==> src/rtl/cpu_ctrl_pkg.sv <==
// cpu_ctrl_pkg: shared pipeline-control types and constants
package cpu_ctrl_pkg;
  typedef enum logic [1:0] {RUN, MEM_WAIT, HALT} state_t;
  localparam int MEM_TIMEOUT_DEFAULT = 64;
  localparam int REG_W = 5;
endpackage

==> src/rtl/sat_counter.sv <==
// sat_counter: saturating up-counter with synchronous clear
module sat_counter #(
  parameter int W = 32
) (
  input  logic         clk,
  input  logic         clear,
  input  logic         inc,
  output logic [W-1:0] count
);
  always_ff @(posedge clk) begin
    if (clear) count <= '0;
    else if (inc && count != '1) count <= count + W'(1);
  end
endmodule

==> src/rtl/pipe_hazard_ctrl.sv <==
// pipe_hazard_ctrl: stall/flush sequencer for the 5-stage pipeline
module pipe_hazard_ctrl
  import cpu_ctrl_pkg::*;
#(
  parameter int MEM_TIMEOUT = MEM_TIMEOUT_DEFAULT
) (
  input  logic             clk,
  input  logic             reset,
  input  logic [REG_W-1:0] id_rs,
  input  logic [REG_W-1:0] id_rt,
  input  logic             id_uses_rt,
  input  logic             ex_mem_read,
  input  logic [REG_W-1:0] ex_wn,
  input  logic             mem_taken,
  input  logic             mem_req,
  input  logic             mem_ready,
  output logic             pc_enable,
  output logic             if_id_enable,
  output logic             id_ex_enable,
  output logic             ex_mem_enable,
  output logic             mem_wb_enable,
  output logic             if_id_flush,
  output logic             id_ex_flush,
  output logic             ex_mem_flush,
  output logic             mem_wb_flush,
  output logic             pc_redirect,
  output logic             mem_error,
  output logic [31:0]      stall_count
);
  localparam int CW = $clog2(MEM_TIMEOUT + 1);
  state_t state, state_n;
  logic [CW-1:0] wait_cnt, wait_cnt_n, wait_idx;
  logic err, load_use, waiting, normal, timeout, live;
  logic [31:0] stall_raw;
  assign live = !reset;
  assign load_use = ex_mem_read && ex_wn != '0 &&
                    (ex_wn == id_rs || (id_uses_rt && ex_wn == id_rt));
  // wait_idx is the 1-based number of the current not-ready cycle of this access
  always_comb begin
    waiting = !mem_ready && (state == MEM_WAIT || (state == RUN && mem_req));
    normal = state != HALT && !waiting;
    wait_idx = state == RUN ? CW'(1) : wait_cnt + CW'(1);
    timeout = waiting && wait_idx >= CW'(MEM_TIMEOUT);
    state_n = timeout ? HALT : waiting ? MEM_WAIT : state == HALT ? HALT : RUN;
    wait_cnt_n = waiting && !timeout ? wait_idx : '0;
  end
  always_ff @(posedge clk) begin
    if (reset) begin
      state <= RUN;
      wait_cnt <= '0;
      err <= 1'b0;
    end else begin
      state <= state_n;
      wait_cnt <= wait_cnt_n;
      err <= err | timeout;
    end
  end
  assign pc_enable     = live && normal && (mem_taken || !load_use);
  assign if_id_enable  = pc_enable;
  assign id_ex_enable  = live && normal;
  assign ex_mem_enable = id_ex_enable;
  assign mem_wb_enable = id_ex_enable;
  assign pc_redirect   = live && normal && mem_taken;
  assign if_id_flush   = pc_redirect;
  assign ex_mem_flush  = pc_redirect;
  assign id_ex_flush   = live && normal && (mem_taken || load_use);
  assign mem_wb_flush  = live && waiting;
  assign mem_error     = live && err;
  assign stall_count   = live ? stall_raw : '0;
  sat_counter #(.W(32)) u_stall (
    .clk  (clk),
    .clear(reset),
    .inc  (!pc_enable),
    .count(stall_raw)
  );
endmodule
==> config.mk <==
export PLATFORM = sky130hd
export DESIGN_NAME = pipe_hazard_ctrl
export DESIGN_NICKNAME = d
export VERILOG_FILES = /design/src/rtl/cpu_ctrl_pkg.sv /design/src/rtl/sat_counter.sv /design/src/rtl/pipe_hazard_ctrl.sv
export SDC_FILE = /design/constraint.sdc
export NUM_CORES = 1
export LEC_CHECK = 0
export CORE_UTILIZATION = 48
export CTS_CLUSTER_DIAMETER = 100
export DETAILED_ROUTE_END_ITERATION = 6
export PLACE_DENSITY = 0.78
export SYNTH_ARGS = -nofsm -noshare
export SYNTH_HDL_FRONTEND = slang
export SYNTH_SLANG_ARGS = --single-unit
==> constraint.sdc <==
create_clock -name clk -period 2.4 [get_ports clk]
set_input_delay 0.36 -clock clk [delete_from_list [all_inputs] [get_ports clk]]
set_output_delay 0.36 -clock clk [all_outputs]
set_load 0.1 [all_outputs]
Word-level counts from Yosys, hierarchy flattened
Index checks and enable logic that the tools add are counted.
{"block": "classes", "addsub": 2, "order_cmp": 1, "eq_ne": 6, "muxes": 5, "bitwise_logic": 2, "n_reduce_logical": 29}
{"cell": "32-bit by 1-bit adder with 32-bit output (second input constant)", "count": 1}
{"cell": "32-bit 2-to-1 mux", "count": 1}
{"cell": "32-bit inequality test (second input constant)", "count": 1}
{"cell": "1-bit logical AND", "count": 15}
{"cell": "5-bit equality test", "count": 2}
{"cell": "7-bit by 1-bit adder with 7-bit output (second input constant)", "count": 1}
{"cell": "7-bit greater-or-equal comparator (second input constant)", "count": 1}
{"cell": "7-bit 2-to-1 mux", "count": 1}
{"cell": "1-bit logical NOT", "count": 6}
{"cell": "2-bit 2-to-1 mux", "count": 3}
{"cell": "5-bit nonzero test", "count": 1}
{"cell": "1-bit logical OR", "count": 4}
{"cell": "2-bit OR reduction", "count": 2}
{"cell": "2-bit by 1-bit equality test with 1-bit output (second input constant)", "count": 1}
{"cell": "2-bit equality test (second input constant)", "count": 1}
{"cell": "2-bit logical NOT", "count": 1}
{"cell": "2-bit inequality test (second input constant)", "count": 1}
{"cell": "1-bit NOT", "count": 1}
{"cell": "1-bit bitwise OR", "count": 1}
{"block": "word_totals", "regBits": 42, "elab_cells": 50}

Depth between registers and ports, before layout
{"block": "depth", "ltp_word": 10, "mapped_depth": 8, "mapped_depth_nobuf": 8}

Cells and area by module
Synthesis repeated with hierarchy kept, for this count alone.
{"block": "unflattened", "cells_unflattened": 308, "hier_area_um2": 2555.0}
{"module": "sat_counter", "n_inst": 1, "cells_each": 199, "area_per_inst_um2": 1674.1, "seq_area_each_um2": 640.6}
{"module": "pipe_hazard_ctrl", "n_inst": 1, "cells_each": 109, "area_per_inst_um2": 880.8, "seq_area_each_um2": 200.2}

Worst setup path before layout
Ideal clock, no wire load.
{"block": "synth_path", "path_kind": "input port to output port", "startpoint": "in mem_req", "endpoint": "out if_id_flush", "arrival_ns": 3.432, "t_required_ns": 2.040, "slack_ns": -1.392, "cell_stages": 5, "cell_sequence": "o21bai_1 mux2i_1 nor2_1 and2_1 buf_4"}
{"block": "synth_via", "elab_chain_len": 7}
{"element": "from (decl)", "line_no": "pipe_hazard_ctrl.sv:15", "source": "input logic mem_req,"}
{"element": "1-bit logical AND", "line_no": "pipe_hazard_ctrl.sv:40", "source": "waiting = !mem_ready && (state == MEM_WAIT || (state == RUN && mem_req));"}
{"element": "1-bit logical OR", "line_no": "pipe_hazard_ctrl.sv:40"}
{"element": "1-bit logical AND", "line_no": "pipe_hazard_ctrl.sv:40"}
{"element": "1-bit logical NOT", "line_no": "pipe_hazard_ctrl.sv:41", "source": "normal = state != HALT && !waiting;"}
{"element": "1-bit logical AND", "line_no": "pipe_hazard_ctrl.sv:41"}
{"element": "1-bit logical AND"}
{"element": "via ex_mem_enable", "line_no": "pipe_hazard_ctrl.sv:20", "source": "output logic ex_mem_enable,"}
{"element": "1-bit logical AND", "line_no": "pipe_hazard_ctrl.sv:63", "source": "assign pc_redirect = live && normal && mem_taken;"}
{"element": "to (decl)", "line_no": "pipe_hazard_ctrl.sv:22", "source": "output logic if_id_flush,"}
The timed path passes the listed nets, and every way through them passes these cells.

Worst setup path after layout
{"block": "layout_path", "startpoint": "in id_rs[3]", "endpoint": "out pc_enable"}
{"block": "layout_via", "elab_chain_len": 6}
{"element": "from (decl)", "line_no": "pipe_hazard_ctrl.sv:9", "source": "input logic [REG_W-1:0] id_rs,"}
{"element": "5-bit equality test", "line_no": "pipe_hazard_ctrl.sv:37", "source": "(ex_wn == id_rs || (id_uses_rt && ex_wn == id_rt));"}
{"element": "1-bit logical OR", "line_no": "pipe_hazard_ctrl.sv:37"}
{"element": "1-bit logical AND", "line_no": "pipe_hazard_ctrl.sv:36", "source": "assign load_use = ex_mem_read && ex_wn != '0 &&"}
{"element": "1-bit logical NOT", "line_no": "pipe_hazard_ctrl.sv:58", "source": "assign pc_enable = live && normal && (mem_taken || !load_use);"}
{"element": "1-bit logical OR", "line_no": "pipe_hazard_ctrl.sv:58"}
{"element": "1-bit logical AND", "line_no": "pipe_hazard_ctrl.sv:58"}
{"element": "to (decl)", "line_no": "pipe_hazard_ctrl.sv:17", "source": "output logic pc_enable,"}
Every way passes these cells.

==> results.json <==
{
  "status": "completed",
  "clock_skew_ps": 2.33,
  "dp_hpwl_um": 3970,
  "cp-start-kind": "input port",
  "wire_per_inst_um": 13.0,
  "rows": 24,
  "drive_above_1_share_pct": 27.4,
  "die_w_um": 71.5,
  "synth_top_area_share_pct": 36.2,
  "placedInstanceArea_mm2": 0.00348,
  "hold_class": "flop to flop",
  "area_growth_pct": 55.5,
  "tritoncts.num_buffers": 5,
  "synth-edff-count": 0,
  "yosys_register_bits": 42,
  "arrival_ps": 2000,
  "dieArea_mm2": 0.00512,
  "clkTransAtPathRegs_ps": 80,
  "grt_first_pass_wirelength_um": 8790,
  "cts.sinks": 42,
  "drtIter0Drc": 124,
  "core_mm2": 0.00450,
  "ir_worst_vdd_mv": 0.340,
  "cts_tree": "built",
  "place.gp.congestion": 0.774,
  "hold_depth": 2,
  "yosysTopAreaCell": "dfxtp_1",
  "synth_flop_cell": "dfxtp_1",
  "antenna_found_initial": 0,
  "fin_crit_sh_pct": 98.2,
  "synth_cell_types": 40,
  "pwr_density_cell_mw_per_mm2": 449,
  "ios": 65,
  "cts-htree-levels": 2,
  "insertion_delay_ps": 290,
  "clock_path_buffers": 2,
  "final_nets": 374,
  "port_buffers": 64,
  "cts_root_buf": "clkbuf_8",
  "cp_max_fo": 12,
  "grt.overflow.total": 0,
  "wl_um": 5230,
  "syn_nets": 306,
  "reg2reg_depth": 7,
  "seq_area_frac_synth_pct": 36.2,
  "synth.most_common_cell": "nor2_1",
  "start_util_pct": 51.5,
  "avgSynthCellArea_um2": 8.23,
  "post_synth_main_area_contributors": "dfxtp_1, nor2b_1, xor2_1",
  "cp.required_ps": 2040,
  "drcViolationCount": 0,
  "yosysWarnings": 0,
  "leakage_nw": 1.42,
  "post_cts_buffers": 0,
  "grtUsageTotal_pct": 21.6,
  "fill_cells": 290,
  "cap_violations": 0,
  "setup_viol_count_final": 0,
  "hold_viol": 0,
  "min_period_ps": 2360,
  "syn_area_mm2": 0.00232,
  "dr_total_vias": 2137,
  "grt_pass1_vias": 2072,
  "syn_inst": 282,
  "end_kind": "output port",
  "timing.slew.headroom_pct": 60.9,
  "drt-vias-per-instance": 5.30,
  "tightest_slew_ps": 580,
  "fp.dieH_um": 71.5,
  "synthTopCellsByCount": "nor2_1, dfxtp_1, nor2b_1",
  "maxSlewViolCount": 0,
  "drt_pass1_iterations": 4,
  "ant_nets": 0,
  "critPathKind": "input port to output port",
  "max_freq_mhz": 424,
  "grt_max_degree": 68,
  "synth-async-reset-ratio_pct": 0,
  "stdcell_area_mm2": 0.00361,
  "finalPower_mw": 1.62,
  "antenna_cells": 0
}
-- where the power goes --
group / internal, mW / total (mW) / switching [mW] / leakage (nW)
combinational: 0.139 / 0.356 / 0.217 / 1.02
clock: 0.306 / 0.549 / 0.243 / 0.0579
sequential: 0.707 / 0.716 / 0.00968 / 0.339
total: 1.15 / 1.62 / 0.469 / 1.42
-- area by class of cell --
type                            count  area, µm²  share of cell area (%)
Clock inverter                      3       40.0                    1.11
Inverter                            4       20.0                   0.555
Tap cell                           52       65.1                    1.80
Clock buffer                        5       68.8                    1.91
Timing Repair Buffer               77       1130                    31.2
Multi-Input combinational cell    220       1450                    40.1
Sequential cell                    42        841                    23.3
-- layer usage --
| metal | GRT usage, % | up-vias | wire length, µm | share of wire, % |
|---|---|---|---|---|
| met4 | 7.19 | 0 | 74 | 1.4 |
| li1 | - | 1087 | - | - |
| met1 | 24.5 | 979 | 2220 | 43 |
| met3 | 5.20 | 8 | 252 | 4.8 |
| met2 | 39.8 | 63 | 2680 | 51 |
| met5 | 0 | - | 0 | 0 |
-- critical path: stages --
cell and delay (ps):
clkdlybuf4s50_1 490, xnor2_1 140, nand3_1 100, o22a_1 260, o31ai_4 260, buf_12 170, inv_6 50, buf_12 160
-- cells in the final DEF, fill, tap and decap left out, types with 2 or more instances in the layout --
master,instances
a21oi_1,3
and2_1,2
dlymetal6s2s_1,2
nand3_1,20
nor2_1,47
o22a_1,2
inv_1,3
nor2b_1,18
nand2_1,9
buf_12,40
nand4_1,15
clkinv_2,2
xnor2_1,15
clkdlybuf4s50_1,15
nor2b_2,15
mux2_2,5
clkbuf_8,5
o21ai_0,2
xor2_1,23
buf_4,16
nor3_1,6
dlygate4sd2_1,3
and4_1,4
ha_1,2
and3_1,12
dfxtp_1,42
-- path summary, 6_finish.rpt --
check                           slack [ps]         startpoint                 to
worst max register to register         150  u_stall.count[11]  u_stall.count[19]
worst max-delay path                    40           id_rs[3]          pc_enable
worst min-delay path                   510   u_stall.count[1]   u_stall.count[1]
worst min register to register         510   u_stall.count[1]   u_stall.count[1]
-- timing repair --
| item | 4_1_cts | 5_1_grt |
|---|---|---|
| pin swaps | 1 | 1 |
| endpoints found under the hold margin | 0 | 0 |
| hold buffers | 0 | 0 |
| gates resized for setup | 6 | 2 |
| setup endpoints to repair | 3 | 4 |
-- per-stage QoR --
| step | setup slack, ps | hold slack, ps | setup TNS (ps) | util (%) | instances |
|---|---|---|---|---|---|
| after detailed placement | -231 | 493 | -2810 | 77.3 | 395 |
| after CTS | 6.78 | 506 | 0 | 80.0 | 403 |
| final | 44.2 | 505 | 0 | 80.1 | 403 |
| after floorplan | -125 | 457 | -1410 | - | 282 |
| after global routing | -0.708 | 529 | -0.864 | 80.1 | 403 |
| after global placement | -155 | 479 | -1540 | 77.3 | 395 |
-- flip-flops by register name, summed over array words and instances (netlist names) --
| register | count |
|---|---|
| wait_cnt | 7 |
| u_stall.count | 32 |
| err | 1 |
| state | 2 |
-- kinds of logic after synthesis --
kind of cell             Yosys count  synth area share (%)
adder cells (fa/ha/maj)            2                  1.08
flip-flops                        42                  36.2
other                              1                 0.162
XOR/XNOR                          38                  14.3
buffers and inverters             20                  4.20
multiplexers                       7                  3.34
AO/OA/AOI/OAI                     12                  3.99
AND/OR/NAND/NOR                  160                  36.7
Note: power is estimated with default switching activity, not from simulation.
==> patch (same settings) <==
Make the reset (`reset`) asynchronous in one clocked block.
--- a/src/rtl/pipe_hazard_ctrl.sv
+++ b/src/rtl/pipe_hazard_ctrl.sv
@@ -46,3 +46,3 @@
   end
-  always_ff @(posedge clk) begin
+  always_ff @(posedge clk or posedge reset) begin
     if (reset) begin
Function: same outputs for any inputs over 10 cycles, from zero or initial values and one cycle with reset high; that may be too few to reach the edited logic, so the function may still have changed.
==> patch against the original RTL <==
- core utilization is 0.46 points higher
- power increased by 22%
- wire length rose by 15%
- sequential cell count unchanged
- highest routed layer unchanged
- design area increased by 8.3%
- synthesized area rose by 7.0%
- combinational power up 94%
- setup slack lost 0.024 ns
- sequential power rose by 5.4%
- die area is 6.8% higher
==> patch: results <==
[cells_and_area]
nClkBuffers = 7
inv_count = 9
multi_input_gates = 219
signal_buffers = 94
final_cells = 439
nonClkBufAreaFrac_pct = 30.78
final_util_pct = 80.57
seq_area_share_pct = 22.87

[synthesis]
synthTopCellsByArea = dfxtp_1, dfrtp_1, xor2_1
synthesis.nets = 310
yosysSeqAreaShare_pct = 35.87
netlist_instances = 286
synth_adder_area_share_pct = 1.008

[placed_design]
gp_congestion = 0.8320
placedCellCount = 426
dp_slack_ns = -0.2886
dpl.hpwl_um = 4328

[global_routing]
grt.total_usage_pct = 22.82
met3_usage_pct = 4.472
use_met2_pct = 39.70

[run_status]
outcome = finished clean

[critical_path]
cp_data_arrival_time_ns = 2.02
cp_max_fo = 2

[sta]
finClkSkew_ns = 0.005542
slew_headroom_pct = 63.46

[drt]
met2_length_um = 3108
viasPerCell = 5.296
met3WireLength_um = 197
drt_iter0_markers = 160

[clock_tree]
cts_resized = 13

[min_path]
hold_class = in2async

[power_and_ir_drop]
peakVddDrop_v = 0.0003145
leakagePower_nw = 1.589
[patch: cell count changes after synthesis, moves of 5 or more]
cell / change
nand3_1: -6
mux2_1: +6
dfxtp_1: -10
xnor2_1: -5
mux2_2: -5
dfrtp_1: +10
inv_1: +6
[patch: path summary, 6_finish.rpt]
kind,from,to
setup / recovery,id_rs[2],id_ex_flush
hold / removal,reset,state[1]
setup reg to reg,u_stall.count[1],u_stall.count[6]
hold reg to reg,err,err
max in group asynchronous,reset,wait_cnt[6]
min in group clk,err,err
[patch: report_power, final]
| part | total [mW] | leakage [nW] | switching, mW | internal, mW |
|---|---|---|---|---|
| sequential | 0.755 | 0.390 | 0.0267 | 0.729 |
| clock | 0.536 | 0.0524 | 0.225 | 0.311 |
| combinational | 0.689 | 1.15 | 0.435 | 0.254 |
